## config.mk

```make
export PLATFORM = sky130hd
export DESIGN_NAME = pac_motion
export DESIGN_NICKNAME = d
export VERILOG_FILES = /design/src/rtl/pacman_pkg.sv /design/src/rtl/turn_buffer.sv /design/src/rtl/pac_motion.sv
export SDC_FILE = /design/constraint.sdc
export NUM_CORES = 1
export LEC_CHECK = 0
export ABC_AREA = 0
export BUFFER_PORTS_ARGS = -buffer_cell sky130_fd_sc_hd__buf_2
export CAP_MARGIN = 20
export CORE_MARGIN = 4
export CORE_UTILIZATION = 50
export DETAILED_ROUTE_END_ITERATION = 10
export GPL_ROUTABILITY_DRIVEN = 1
export PLACE_DENSITY = 0.74
export SYNTH_ARGS = -nofsm -noshare
export SYNTH_HDL_FRONTEND = slang
export SYNTH_SLANG_ARGS = --single-unit
```

## constraint.sdc

```tcl
create_clock -name clk -period 2.5 [get_ports clk]
set_clock_uncertainty 0.15 [all_clocks]
set_input_delay 0.5 -clock clk [delete_from_list [all_inputs] [get_ports clk]]
set_output_delay 0.5 -clock clk [all_outputs]
set_load 0.005 [all_outputs]
```

## src/rtl/pacman_pkg.sv

```systemverilog
// Shared Pacman definitions: direction codes, screen geometry and the
// 800x525 raster timing totals so the renderer and motion logic agree.
package pacman_pkg;

    typedef enum logic [1:0] {
        DIR_UP    = 2'd0,
        DIR_RIGHT = 2'd1,
        DIR_LEFT  = 2'd2,
        DIR_DOWN  = 2'd3
    } dir_t;

    localparam int SCREEN_W = 640;
    localparam int SCREEN_H = 480;
    localparam int H_TOTAL  = 800;
    localparam int V_TOTAL  = 525;

    // Button bit order is [0]=up, [1]=left, [2]=right, [3]=down.
    // When several bits rise together, UP > LEFT > RIGHT > DOWN.
    function automatic dir_t prio_dir(input logic [3:0] r);
        dir_t d;
        if (r[0])      d = DIR_UP;
        else if (r[1]) d = DIR_LEFT;
        else if (r[2]) d = DIR_RIGHT;
        else           d = DIR_DOWN;
        return d;
    endfunction

endpackage

```

## src/rtl/turn_buffer.sv

```systemverilog
// Button edge detect plus a one-entry turn request register.
// A held button yields a single request; the latest press overwrites any
// earlier one until the consumer clears it on a frame tick. The same-cycle
// rise is exported so a press landing on the tick itself is not lost.
module turn_buffer
    import pacman_pkg::*;
(
    input  logic       clk,
    input  logic       rst_n,
    input  logic       ce,
    input  logic       clear,
    input  logic [3:0] btn,
    output logic       rise_any,
    output dir_t       rise_dir,
    output logic       pending_valid,
    output dir_t       pending_dir
);

    logic [3:0] btn_q;
    logic [3:0] rise;

    // Rising edges relative to the button levels seen on the previous ce cycle.
    always_comb begin
        rise     = btn & ~btn_q;
        rise_any = |rise;
        rise_dir = prio_dir(rise);
    end

    // Button history and pending request; nothing moves while ce is low.
    always_ff @(posedge clk or negedge rst_n) begin
        if (!rst_n) begin
            btn_q         <= 4'b0000;
            pending_valid <= 1'b0;
            pending_dir   <= DIR_RIGHT;
        end else if (ce) begin
            btn_q <= btn;
            if (clear) begin
                pending_valid <= 1'b0;
            end else if (rise_any) begin
                pending_valid <= 1'b1;
                pending_dir   <= rise_dir;
            end
        end
    end

endmodule

```

## src/rtl/pac_motion.sv

```systemverilog
// Pacman position, facing and animation pacing. All state advances only on
// an unpaused start-of-frame tick so the sprite never changes mid-scan.
module pac_motion
    import pacman_pkg::*;
#(
    parameter int SCALE    = 2,
    parameter int SPRITE_W = 16,
    parameter int SCREEN_W = pacman_pkg::SCREEN_W,
    parameter int SCREEN_H = pacman_pkg::SCREEN_H,
    parameter int ANIM_DIV = 5
) (
    input  logic               clk,
    input  logic               rst_n,
    input  logic               ce,
    input  logic               frame_tick,
    input  logic [3:0]         btn,
    input  logic               pause,
    output logic signed [10:0] pac_x,
    output logic signed [10:0] pac_y,
    output logic [1:0]         direction,
    output logic [1:0]         frame_sel,
    output logic               upd
);

    localparam int CNT_W = (ANIM_DIV > 1) ? $clog2(ANIM_DIV) : 1;
    localparam logic signed [10:0] STEP    = 11'(SCALE);
    localparam logic signed [10:0] X_MIN   = 11'(-(SPRITE_W * SCALE));
    localparam logic signed [10:0] Y_MIN   = 11'(-(SPRITE_W * SCALE));
    localparam logic signed [10:0] X_MAX   = 11'(SCREEN_W);
    localparam logic signed [10:0] Y_MAX   = 11'(SCREEN_H);
    localparam logic signed [10:0] RESET_X = 11'((SCREEN_W - SPRITE_W * SCALE) / 2);
    localparam logic signed [10:0] RESET_Y = 11'((SCREEN_H - SPRITE_W * SCALE) / 2);
    localparam logic [CNT_W-1:0]   ANIM_LAST = CNT_W'(ANIM_DIV - 1);

    logic               tick;
    logic               rise_any;
    dir_t               rise_dir;
    logic               pending_valid;
    dir_t               pending_dir;
    dir_t               dir_q;
    dir_t               new_dir;
    logic signed [10:0] next_x;
    logic signed [10:0] next_y;
    logic [CNT_W-1:0]   anim_cnt;

    assign tick      = ce & frame_tick & ~pause;
    assign direction = dir_q;

    turn_buffer u_turn_buffer (
        .clk           (clk),
        .rst_n         (rst_n),
        .ce            (ce),
        .clear         (tick),
        .btn           (btn),
        .rise_any      (rise_any),
        .rise_dir      (rise_dir),
        .pending_valid (pending_valid),
        .pending_dir   (pending_dir)
    );

    // Heading for this tick: a same-cycle press beats the buffered one.
    // Then one step along it, wrapping fully off-screen to the far edge.
    always_comb begin
        if (rise_any)           new_dir = rise_dir;
        else if (pending_valid) new_dir = pending_dir;
        else                    new_dir = dir_q;

        next_x = pac_x;
        next_y = pac_y;
        unique case (new_dir)
            DIR_RIGHT: next_x = (pac_x >= X_MAX) ? X_MIN : pac_x + STEP;
            DIR_LEFT:  next_x = (pac_x <= X_MIN) ? X_MAX : pac_x - STEP;
            DIR_DOWN:  next_y = (pac_y >= Y_MAX) ? Y_MIN : pac_y + STEP;
            DIR_UP:    next_y = (pac_y <= Y_MIN) ? Y_MAX : pac_y - STEP;
        endcase
    end

    // Registered outputs: commit motion and animation on tick, pulse upd after.
    always_ff @(posedge clk or negedge rst_n) begin
        if (!rst_n) begin
            pac_x     <= RESET_X;
            pac_y     <= RESET_Y;
            dir_q     <= DIR_RIGHT;
            frame_sel <= 2'd0;
            anim_cnt  <= '0;
            upd       <= 1'b0;
        end else begin
            upd <= tick;
            if (tick) begin
                dir_q <= new_dir;
                pac_x <= next_x;
                pac_y <= next_y;
                if (anim_cnt == ANIM_LAST) begin
                    anim_cnt  <= '0;
                    frame_sel <= frame_sel + 2'd1;
                end else begin
                    anim_cnt <= anim_cnt + 1'b1;
                end
            end
        end
    end

endmodule

```

==> results.md, run 1 <==
- Shortest clock period the worst path allows after layout: 2.438 ns
- Total GRT Usage: 20.34%
- Total power: 0.002722 W
- Highest fanout seen on the critical path: 5
- Chip Width: 78.14 µm
- Largest net degree at the start of global routing: 36
- Total negative setup slack: 0 ns
- Insertion delay of the later-clocked pin in the worst-skew pair: 0.29 ns
- Final std cells w/o fill: 402
- Final net count: 351
- Starting Density: 51.74%
- Global route overflow: 0
- Type of the worst setup path: reg -> reg
- Register area share after synthesis: 36.01%
- Filler cell count in the final layout: 429
- Std cell rows: 25
- Worst R2R Setup Slack: 0.06 ns
- Die area: 6106 µm²
- Routed WL per cell: 14.87 µm
- Core box area: 4755 µm²
- Average size of a mapped cell: 8.512 µm²
- Leakage: 1.295 nW
- Slowest-stage cell, CP: sky130_fd_sc_hd__or4bb_4
- Element type at the critical path start: flop
- First-pass iteration count of the detailed router: 4
- Tightest Pin Transition: 0.8049 ns
- Post-DP HPWL: 4214 µm
- Count of final setup violators: 0
- Fraction of layout cells with a size suffix above 1: 32.84%
- Die H: 78.14 µm
- #FFs+latches synth: 35
- Share of synthesized flip-flops with an asynchronous set or reset: 100.0%
- Number of enable flip-flop cells after synthesis: 0
- Crit path depth: 10
- Ys Warns: 0
- Post-route fraction of the period consumed by the critical path: 97.54%
- Wirelength, routed: 5978 µm
- Maximum operating frequency: 410.1 MHz
- Number of max-cap violations: 0
- Combined flip-flop and latch cell area: 885.9 µm²
- Status: completed
- Commonest cells after routing, fill and taps aside: 33 x sky130_fd_sc_hd__buf_2, 27 x sky130_fd_sc_hd__dfrtp_1, 26 x sky130_fd_sc_hd__nand2_1, 26 x sky130_fd_sc_hd__o21ai_0, 23 x sky130_fd_sc_hd__buf_4
- Tightest Hold Check Type: in -> async
- Wire length of the first global-routing pass: 10170 µm
- Most common cell after layout, fill and taps aside: sky130_fd_sc_hd__buf_2
- Bufs on Longest Clock Path: 2
- Length in cells of the worst reg-to-reg path: 10
- Max Transition Viols Final: 0
- Slew Limit Headroom: 46.34%
- Worst path cell trace: nand2b_4 > a32oi_4 > o21ai_4 > inv_2 > ha_4 > or4bb_4 > nor3_2 > nor2_1 > mux2i_1 > nand3_1
- Port-buffer cells: 33
- Peak ir drop on the vdd network: 0.4318 mV
- Reg2Reg Capture Point: pac_x[7]$_DFFE_PN0P_
- Number of antenna violations at the first check in global routing: 0
- Clk pin slew, worst setup/hold paths: 0.08 ns
- Final hold violations: 0
- Placed cells: 390
- Vias in the first global route: 2232
- Total vias in the final route: 2316
- Clock tree from TritonCTS: done
- Count of distinct cell types in the synthesized netlist: 66
- Post-detailed-route via-to-cell ratio: 5.761
- Worst R2R Start: u_turn_buffer.btn_q[1]$_DFFE_PN0P_
- Synth Cell Area: 2460 µm²
- Number of CTS-inserted buffers: 5
- Area of the multi-input gates: 1488 µm²
- Antenna diodes: 0
- Post-DRT Antenna Nets: 0
- RePlAce Congestion: 0.9299
- DRC violation total after the first TritonRoute iteration: 138
- Post-synthesis instance total: 289
- Number of H-tree levels: 2
- DR DRC count: 0
- Data arrival at the endpoint of the critical path: 2.45 ns
- Crit end category: flop
- Top Family by Delay on Critical Path: simple AND/OR/NAND/NOR gates
- Sink count of the clock tree: 35
- Power per cell area: 903.9 nW/µm²
- Top flip-flop cell by instance count after synthesis: sky130_fd_sc_hd__dfrtp_1
- Required time at the worst-slack endpoint: 2.51 ns
- Number of primary I/O pins: 36
- Highest cell delay on the worst timing path: 0.56 ns
- Area growth from synthesis to layout: 22.43%
- CP Buf/Inv Count: 1
- RSZ-0062 raised after global routing: yes
- Buffer type at the clock tree root: sky130_fd_sc_hd__clkbuf_8
how the worst max path moves through the flow:
stage | from | endpoint | slack [ns]
after floorplan | btn[2] | pac_x[9]$_DFFE_PN0P_ | 0.01
after global placement | btn[2] | pac_y[8]$_DFFE_PN0P_ | -0.23
after detailed placement | btn[2] | pac_x[7]$_DFFE_PN0P_ | -0.26
after CTS | u_turn_buffer.btn_q[2]$_DFFE_PN0P_ | pac_x[8]$_DFFE_PN1P_ | 0.02
after global routing | u_turn_buffer.btn_q[1]$_DFFE_PN0P_ | pac_x[7]$_DFFE_PN0P_ | -0.04
final | u_turn_buffer.btn_q[1]$_DFFE_PN0P_ | pac_x[7]$_DFFE_PN0P_ | 0.06
layout make-up:
cell class,count,share of cell area [%]
clock buffers,6,2.410
clock inverters,2,1.246
inverters,23,2.867
multi-input cells,212,49.40
flip-flops and latches,35,29.41
well taps,67,2.784
repair buffers,57,11.88
stage by stage:
step	util [%]	setup WS, ns	hold WS [ns]	cell area [µm²]
2_1_floorplan	-	0.01003	0.05441	2467
3_5_place_dp	58.03	-0.2620	0.3113	2759
3_3_place_gp	58.03	-0.2291	0.3050	2759
6_report	63.34	0.06156	0.1471	3012
4_1_cts	60.95	0.02304	0.1752	2898
5_1_grt	63.34	-0.03665	0.2178	3012
kinds of logic (layout without fill, tap and decap cells):
logic type | Yosys count | after routing | share of synthesized area [%]
multiplexers | 8 | 8 | 3.560
other | 1 | 2 | 0.1524
buffers and inverters | 43 | 88 | 8.392
AO/OA/AOI/OAI | 85 | 85 | 23.45
adder cells (fa/ha/maj) | 8 | 8 | 4.069
AND/OR/NAND/NOR | 107 | 107 | 23.65
flip-flops | 35 | 35 | 36.01
XOR/XNOR | 2 | 2 | 0.7122
synthesized netlist by cell type (2+ instances only):
| cell type | count | share of area (%) |
|---|---|---|
| sky130_fd_sc_hd__nor2b_1 | 2 | 0.51 |
| sky130_fd_sc_hd__clkbuf_2 | 2 | 0.41 |
| sky130_fd_sc_hd__or4_4 | 2 | 0.92 |
| sky130_fd_sc_hd__o21bai_1 | 3 | 0.92 |
| sky130_fd_sc_hd__or3_1 | 2 | 0.51 |
| sky130_fd_sc_hd__mux2_2 | 6 | 2.7 |
| sky130_fd_sc_hd__o21ai_0 | 29 | 5.9 |
| sky130_fd_sc_hd__nand2_1 | 26 | 4.0 |
| sky130_fd_sc_hd__a31oi_1 | 3 | 0.76 |
| sky130_fd_sc_hd__inv_1 | 22 | 3.4 |
| sky130_fd_sc_hd__nand3_1 | 20 | 4.1 |
| sky130_fd_sc_hd__dfstp_2 | 8 | 8.5 |
| sky130_fd_sc_hd__o31ai_1 | 4 | 1.2 |
| sky130_fd_sc_hd__mux2i_1 | 2 | 0.81 |
| sky130_fd_sc_hd__o211ai_1 | 5 | 1.5 |
| sky130_fd_sc_hd__a21boi_0 | 3 | 0.92 |
| sky130_fd_sc_hd__and2_1 | 2 | 0.51 |
| sky130_fd_sc_hd__buf_6 | 3 | 1.4 |
| sky130_fd_sc_hd__a41oi_1 | 2 | 0.71 |
| sky130_fd_sc_hd__or2_2 | 2 | 0.51 |
| sky130_fd_sc_hd__nand4_1 | 4 | 1.0 |
| sky130_fd_sc_hd__nor2_1 | 19 | 2.9 |
| sky130_fd_sc_hd__buf_2 | 2 | 0.41 |
| sky130_fd_sc_hd__o22ai_1 | 2 | 0.51 |
| sky130_fd_sc_hd__nor4_1 | 4 | 1.0 |
| sky130_fd_sc_hd__buf_4 | 2 | 0.61 |
| sky130_fd_sc_hd__dfrtp_1 | 27 | 27 |
| sky130_fd_sc_hd__ha_1 | 8 | 4.1 |
| sky130_fd_sc_hd__clkbuf_1 | 10 | 1.5 |
| sky130_fd_sc_hd__and3_1 | 3 | 0.76 |
| sky130_fd_sc_hd__nor3_1 | 7 | 1.4 |
| sky130_fd_sc_hd__and4_1 | 2 | 0.71 |
| sky130_fd_sc_hd__nand2b_1 | 4 | 1.0 |
| sky130_fd_sc_hd__a21oi_1 | 14 | 2.8 |
| sky130_fd_sc_hd__a21oi_2 | 2 | 0.71 |
state kept, by name (all words and copies together) (netlist names):
name	count
anim_cnt	3
direction	2
frame_sel	2
pac_x	10
pac_y	10
u_turn_buffer.btn_q	4
u_turn_buffer.pending_dir	2
u_turn_buffer.pending_valid	1
upd	1
routing by layer:
layer	routed length (µm)	vias up	global-route usage, %
li1	-	1128	-
met1	2715	1136	26.64
met2	2958	45	33.65
met3	221	7	3.555
met4	83	0	7.517
met5	0	-	0
power by group:
group	switching [W]	total [W]	internal (W)
registers	0.000283	0.00103	0.000752
clock network	0.000211	0.000509	0.000298
logic	0.000620	0.00118	0.000559
what timing repair did:
item	in CTS	in global routing
setup buffers	1	4
hold buffers	0	0
resized for setup	5	18
setup endpoints to repair	4	18
pin swaps	2	9
(Power assumes the default switching activity.)
==> run 2, diff against run 1 <==
--- a/config.mk
+++ b/config.mk
@@ -15,4 +15,5 @@
 export PLACE_DENSITY = 0.74
 export SYNTH_ARGS = -nofsm -noshare
 export SYNTH_HDL_FRONTEND = slang
+export SYNTH_HIERARCHICAL = 1
 export SYNTH_SLANG_ARGS = --single-unit
==> results.md, run 2 <==
- Status: finished with violations
- Failing checks: negative setup slack
- Type of the worst setup path: reg -> reg
- DR DRC count: 0
- Worst path cell trace: nand2b_4 > nand4_1 > buf_6 > a21oi_4 > ha_4 > nor4bb_4 > nand2_1 > or4_1 > o311ai_1 > o21ai_1
- Share of synthesized flip-flops with an asynchronous set or reset: 100.0%
- Largest registers: pac_x x10, pac_y x10, u_turn_buffer/btn_q x4
- Number of primary I/O pins: 36
- Most used standard cells in the synthesized netlist: 27 x sky130_fd_sc_hd__dfrtp_1, 23 x sky130_fd_sc_hd__nand2_1, 20 x sky130_fd_sc_hd__o21ai_0
- Element type at the critical path start: flop
- Die area: 5930 µm²
- Data arrival at the endpoint of the critical path: 2.68 ns
- Final std cell area, no fill: 3098 µm²
- Total vias in the final route: 2321
- Cell type with the highest aggregate area in the netlist: sky130_fd_sc_hd__dfrtp_1
- Die H: 77.01 µm
- Routed WL per cell: 15.60 µm
- Total power: 0.002772 W
- Antenna diodes: 0
- Top Family by Delay on Critical Path: simple AND/OR/NAND/NOR gates
- Post-synthesis instance total: 268
- Highest fanout seen on the critical path: 3
- Most common cell in the synthesized netlist: sky130_fd_sc_hd__dfrtp_1
- Most common cell after layout, fill and taps aside: sky130_fd_sc_hd__buf_4
- Number of CTS-inserted buffers: 5
- Global route overflow: 0
- RePlAce Congestion: 0.8894
- Fraction of post-synthesis cell area in the top cell type by area: 28.38%
- Maximum operating frequency: 375.3 MHz
- Clock tree from TritonCTS: done
- Area growth from synthesis to layout: 30.11%
- Highest cell delay on the worst timing path: 0.41 ns
- Ys Warns: 6
- Setup ws final: -0.1647 ns
- Starting Density: 53.22%
- Count of distinct cell types in the synthesized netlist: 62
- Wirelength, routed: 6023 µm
- Post-route fraction of the period consumed by the critical path: 106.6%
- Final hold violations: 0
- Chip Width: 77.01 µm
- Port-buffer cells: 33
- Largest net degree at the start of global routing: 36
- Sink count of the clock tree: 35
- Power per cell area: 894.7 nW/µm²
- Tightest Hold Check Type: in -> async
- Buffer type at the clock tree root: sky130_fd_sc_hd__clkbuf_8
- Peak ir drop on the vdd network: 0.4076 mV
- Core box area: 4474 µm²
- Number of enable flip-flop cells after synthesis: 0
- RSZ-0062 raised after global routing: yes
- Fraction of layout cells with a size suffix above 1: 36.53%
- Shortest clock period the worst path allows after layout: 2.665 ns
- CP Buf/Inv Count: 1
- Slew Limit Headroom: 48.15%
- Vias in the first global route: 2215
- Leakage: 1.377 nW
- Crit end category: flop
- Largest cells by area after synthesis: sky130_fd_sc_hd__dfrtp_1 28%, sky130_fd_sc_hd__dfstp_2 8.8%, sky130_fd_sc_hd__ha_1 4.2%
- Insertion delay of the later-clocked pin in the worst-skew pair: 0.30 ns
- Std cell rows: 24
- Max Transition Viols Final: 0
- Slowest-stage cell, CP: sky130_fd_sc_hd__or4_1
- Wire length of the first global-routing pass: 10270 µm
- First-pass iteration count of the detailed router: 4
- Instance area at placement: 2809 µm²
- Top flip-flop cell by instance count after synthesis: sky130_fd_sc_hd__dfrtp_1
- Number of antenna violations at the first check in global routing: 0
- Required time at the worst-slack endpoint: 2.51 ns
- Tightest Pin Transition: 0.7777 ns
- Post-DP HPWL: 4064 µm
- Clk pin slew, worst setup/hold paths: 0.08 ns
- Average size of a mapped cell: 8.884 µm²
- Synth Cell Area: 2381 µm²
- #FFs+latches synth: 35
- Number of H-tree levels: 2
- Commonest cells after routing, fill and taps aside: 36 x sky130_fd_sc_hd__buf_4, 33 x sky130_fd_sc_hd__buf_2, 27 x sky130_fd_sc_hd__dfrtp_1, 23 x sky130_fd_sc_hd__nand2_1, 19 x sky130_fd_sc_hd__o21ai_0
- Post-DRT Antenna Nets: 0
- Number of max-cap violations: 0
- DRC violation total after the first TritonRoute iteration: 104
- Count of final setup violators: 11
- Total GRT Usage: 20.81%
- Post-detailed-route via-to-cell ratio: 6.013
- Bufs on Longest Clock Path: 2
- Final net count: 350
- Register area share after synthesis: 37.20%
[run 2: cell count changes in the layout (fill, tap and decap cells not counted), moves of 4 or more]
cell / delta
sky130_fd_sc_hd__buf_4: +13
sky130_fd_sc_hd__buf_6: +4
sky130_fd_sc_hd__inv_1: -7
sky130_fd_sc_hd__nand3_1: -13
sky130_fd_sc_hd__nor2_1: -7
sky130_fd_sc_hd__o21ai_0: -7
sky130_fd_sc_hd__or4_1: +4
[run 2: routing by layer]
metal / vias up / GRT usage [%] / share of wire, %
met3: 16 / 4.684 / 4.8
met2: 67 / 33.10 / 46
met1: 1105 / 27.93 / 47
met5: - / 0 / 0
met4: 0 / 7.117 / 2.2
li1: 1133 / - / -
[run 2: final timing paths]
kind                                            endpoint  slack [ns]  cells past startpoint                               start
worst max-delay path                pac_y[8]$_DFFE_PN0P_       -0.16                     10  u_turn_buffer/btn_q[2]$_DFFE_PN0P_
worst min-delay path                pac_y[9]$_DFFE_PN0P_        0.13                      1                               rst_n
worst max register to register      pac_y[8]$_DFFE_PN0P_       -0.16                     10  u_turn_buffer/btn_q[2]$_DFFE_PN0P_
worst min register to register  frame_sel[1]$_DFFE_PN0P_        0.32                      1            frame_sel[1]$_DFFE_PN0P_
max in group asynchronous       frame_sel[1]$_DFFE_PN0P_        1.58                      1                               rst_n
min in group clk                frame_sel[1]$_DFFE_PN0P_        0.32                      1            frame_sel[1]$_DFFE_PN0P_
[run 2: cell type report]
cell class | count | area, µm²
Sequential cell | 35 | 885.9
Clock inverter | 2 | 12.51
Multi-Input combinational cell | 203 | 1525
Clock buffer | 6 | 72.57
Fill cell | 352 | 1376
Timing Repair Buffer | 73 | 480.5
Tap cell | 52 | 65.06
Inverter | 15 | 56.30
[run 2: logic make-up (layout without fill, tap and decap cells)]
logic type	count (synthesis)	in the layout	share of synthesized area [%]
buffers and inverters	31	96	5.570
XOR/XNOR	5	5	1.839
AO/OA/AOI/OAI	91	91	26.91
flip-flops	35	35	37.20
other	1	2	0.1575
AND/OR/NAND/NOR	90	90	20.97
adder cells (fa/ha/maj)	8	8	4.204
multiplexers	7	7	3.153
[run 2: what timing repair did]
| action | in CTS | in global routing |
|---|---|---|
| setup endpoints to repair | 12 | 15 |
| hold buffers | 0 | 0 |
| buffers inserted | 2 | 4 |
| pin swaps | 7 | 3 |
| resized for setup | 15 | 15 |
[run 2: stage by stage]
step / instances / utilization (%) / hold slack, ns / setup TNS [ns] / worst slack [ns]
floorplan: 269 / - / 0.05441 / -0.4858 / -0.2072
global placement: 372 / 62.78 / 0.3048 / -2.999 / -0.2836
detailed placement: 372 / 62.78 / 0.3106 / -3.813 / -0.3410
CTS: 382 / 66.97 / 0.1582 / -0.2618 / -0.1013
global route: 386 / 69.24 / 0.2011 / -2.428 / -0.2959
finish: 386 / 69.24 / 0.1264 / -0.7966 / -0.1647
[run 2: report_power, final]
part           internal (W)  leakage, nW  switching (W)  total (W)
sequential         0.000783        0.412       0.000293    0.00108
combinational      0.000636        0.924       0.000645    0.00128
clock              0.000195       0.0412       0.000220   0.000415
==> run 3, diff against run 2 <==
--- a/config.mk
+++ b/config.mk
@@ -12,7 +12,7 @@
 export CORE_UTILIZATION = 50
 export DETAILED_ROUTE_END_ITERATION = 10
 export GPL_ROUTABILITY_DRIVEN = 1
-export PLACE_DENSITY = 0.74
+export PLACE_DENSITY = 0.71
 export SYNTH_ARGS = -nofsm -noshare
 export SYNTH_HDL_FRONTEND = slang
 export SYNTH_HIERARCHICAL = 1
==> constraint.sdc (replaced) <==
create_clock -name clk -period 2.9 [get_ports clk]
set_clock_uncertainty 0.15 [all_clocks]
set_input_delay 0.58 -clock clk [delete_from_list [all_inputs] [get_ports clk]]
set_output_delay 0.58 -clock clk [all_outputs]
set_load 0.005 [all_outputs]
==> results.md, run 3 (synthesis results as in run 2) <==
- Final hold violations: 0
- Fraction of layout cells with a size suffix above 1: 27.80%
- Maximum operating frequency: 367.3 MHz
- Core box area: 4474 µm²
- Power per cell area: 814.9 nW/µm²
- Status: completed
- Number of antenna violations at the first check in global routing: 0
- Area growth from synthesis to layout: 18.65%
- Highest fanout seen on the critical path: 5
- Slew Limit Headroom: 46.85%
- Tightest Pin Transition: 0.7973 ns
- Internal Dissipation: 0.001384 W
- Power dissipated by switching net loads: 0.0009186 W
- Final net count: 329
- Global route overflow: 0
- Die H: 77.01 µm
- Post-detailed-route via-to-cell ratio: 6.074
- Highest cell delay on the worst timing path: 0.43 ns
- Wirelength, routed: 5640 µm
- Length in cells of the worst reg-to-reg path: 11
- Filler cell count in the final layout: 378
- Shortest clock period the worst path allows after layout: 2.723 ns
- Max Transition Viols Final: 0
- Total vias in the final route: 2217
- Worst R2R Setup Slack: 0.18 ns
- Leakage: 1.256 nW
- Placed cells: 354
- Combinational share of power: 38.4%
- Bufs on Longest Clock Path: 2
- Hold slack final: 0.2287 ns
- Chip Width: 77.01 µm
- Number of H-tree levels: 2
- Die area: 5930 µm²
- Element type at the critical path start: flop
- Type of the worst setup path: reg -> reg
- GR peak layer: met2
- Buffer type at the clock tree root: sky130_fd_sc_hd__clkbuf_8
- Worst path cell trace: nand2b_1 > nand4_1 > buf_4 > nor2_2 > a21oi_2 > ha_1 > nor4bb_2 > nand2_1 > or4_1 > o311ai_2 > o21ai_1
- Sequential cell fraction of total power: 41.6%
- Clock tree from TritonCTS: done
- Sw Share: 39.90%
- Required time at the worst-slack endpoint: 2.91 ns
- Std cell rows: 24
- Commonest cells after routing, fill and taps aside: 33 x sky130_fd_sc_hd__buf_2, 27 x sky130_fd_sc_hd__dfrtp_1, 23 x sky130_fd_sc_hd__nand2_1, 20 x sky130_fd_sc_hd__o21ai_0, 19 x sky130_fd_sc_hd__buf_4
- Most common cell after layout, fill and taps aside: sky130_fd_sc_hd__buf_2
- Post-route fraction of the period consumed by the critical path: 93.89%
- Port-buffer cells: 33
- Count of final setup violators: 0
- DRC violation total after the first TritonRoute iteration: 92
- Total GRT Usage: 18.51%
- Sink count of the clock tree: 35
- Antenna diodes: 0
- Peak ir drop on the vdd network: 0.4163 mV
- Number of primary I/O pins: 36
- Number of CTS-inserted buffers: 5
- Data arrival at the endpoint of the critical path: 2.74 ns
- Post-DP HPWL: 3890 µm
- Starting Density: 53.22%
- RSZ-0062 raised after global routing: no
- Slowest-stage cell, CP: sky130_fd_sc_hd__or4_1
- Worst R2R Start: u_turn_buffer/btn_q[2]$_DFFE_PN0P_
- Routed WL per cell: 15.45 µm
- Largest registers: pac_x x10, pac_y x10, u_turn_buffer/btn_q x4
- Insertion delay of the later-clocked pin in the worst-skew pair: 0.29 ns
- Number of max-cap violations: 0
- First-pass iteration count of the detailed router: 4
- DR DRC count: 0
- Total negative setup slack: 0 ns
- Largest net degree at the start of global routing: 36
- Met1 track utilization from global routing: 26.97%
- Total power: 0.002302 W
- Vias in the first global route: 1952
- RePlAce Congestion: 0.8683
- Crit end category: flop
- Hold-fix buffer count after cts: 0
- Clk pin slew, worst setup/hold paths: 0.08 ns
- Clock Power Share: 20.0%
- Tightest Hold Check Type: in -> async
- GR Util met3: 2.576%
- Final std cells w/o fill: 365
- Post-DRT Antenna Nets: 0
- Reg2Reg Capture Point: pac_y[8]$_DFFE_PN0P_
- Met2 track demand over resource in global routing: 29.09%
- Wire length of the first global-routing pass: 9177 µm
==> run 3: changes by cell type in the layout (fill, tap and decap cells not counted), moves of 2 or more <==
| cell | delta |
|---|---|
| sky130_fd_sc_hd__o32ai_1 | +2 |
| sky130_fd_sc_hd__buf_6 | -4 |
| sky130_fd_sc_hd__nand2b_1 | +2 |
| sky130_fd_sc_hd__buf_4 | -17 |
| sky130_fd_sc_hd__inv_2 | -2 |
| sky130_fd_sc_hd__ha_1 | +2 |
| sky130_fd_sc_hd__ha_4 | -2 |
| sky130_fd_sc_hd__a21oi_4 | -2 |
| sky130_fd_sc_hd__inv_1 | +2 |
| sky130_fd_sc_hd__a21oi_1 | +2 |
| sky130_fd_sc_hd__o32ai_2 | -2 |
| sky130_fd_sc_hd__nand2b_4 | -2 |
==> run 3: what timing repair did <==
| item | CTS | global route |
|---|---|---|
| endpoints found under the setup margin | 0 | 2 |
| endpoints found under the hold margin | 0 | 0 |
| setup buffers | 0 | 3 |
| resized for setup | 0 | 5 |
==> run 3: area by class of cell <==
cell class,count,area [µm²],area share [%]
inverters,15,56.30,1.993
clock inverters,2,35.03,1.240
repair buffers,52,307.8,10.89
multi-input cells,203,1393,49.29
clock buffers,6,82.58,2.923
flip-flops and latches,35,885.9,31.36
well taps,52,65.06,2.303
==> run 3: worst max path at each step <==
stage,depth (start not counted),startpoint,end
6_report,11,u_turn_buffer/btn_q[2]$_DFFE_PN0P_,pac_y[8]$_DFFE_PN0P_
4_1_cts,10,u_turn_buffer/btn_q[2]$_DFFE_PN0P_,pac_y[8]$_DFFE_PN0P_
3_3_place_gp,11,btn[2],pac_y[8]$_DFFE_PN0P_
5_1_grt,11,u_turn_buffer/btn_q[2]$_DFFE_PN0P_,pac_y[8]$_DFFE_PN0P_
2_1_floorplan,10,btn[3],pac_y[8]$_DFFE_PN0P_
3_5_place_dp,10,btn[2],pac_y[8]$_DFFE_PN0P_
==> run 3: through the flow <==
step	instance area, µm²	util [%]	setup slack, ns
floorplan	2391	-	0.02651
global placement	2665	59.56	-0.006936
detailed placement	2665	59.56	-0.1237
CTS	2783	62.19	0.1314
global route	2825	63.14	0.02268
finish	2825	63.14	0.1771
==> run 3: critical path: cells and delay by family (launching register included) <==
kind            cells  cell delay [ns]
compound gates      3             0.46
fa+ha+maj           1             0.27
buf+inv             1             0.15
flops               1             0.40
simple gates        6             1.18
==> run 3: per-layer routing <==
layer | wire length [µm] | part of all wire [%]
met2 | 2548 | 45
met4 | 40 | 0.71
met3 | 254 | 4.5
met1 | 2797 | 50
met5 | 0 | 0
==> run 3: power by group through the flow <==
stage	sequential (W)	clock (W)	combinational [W]
after global routing	0.000997	0.000495	0.000986
after CTS	0.000948	0.000472	0.000868
after floorplan	0.000842	0	0.000634
final	0.000958	0.000461	0.000884
after global placement	0.000952	0	0.000844
after detailed placement	0.000954	0	0.000860
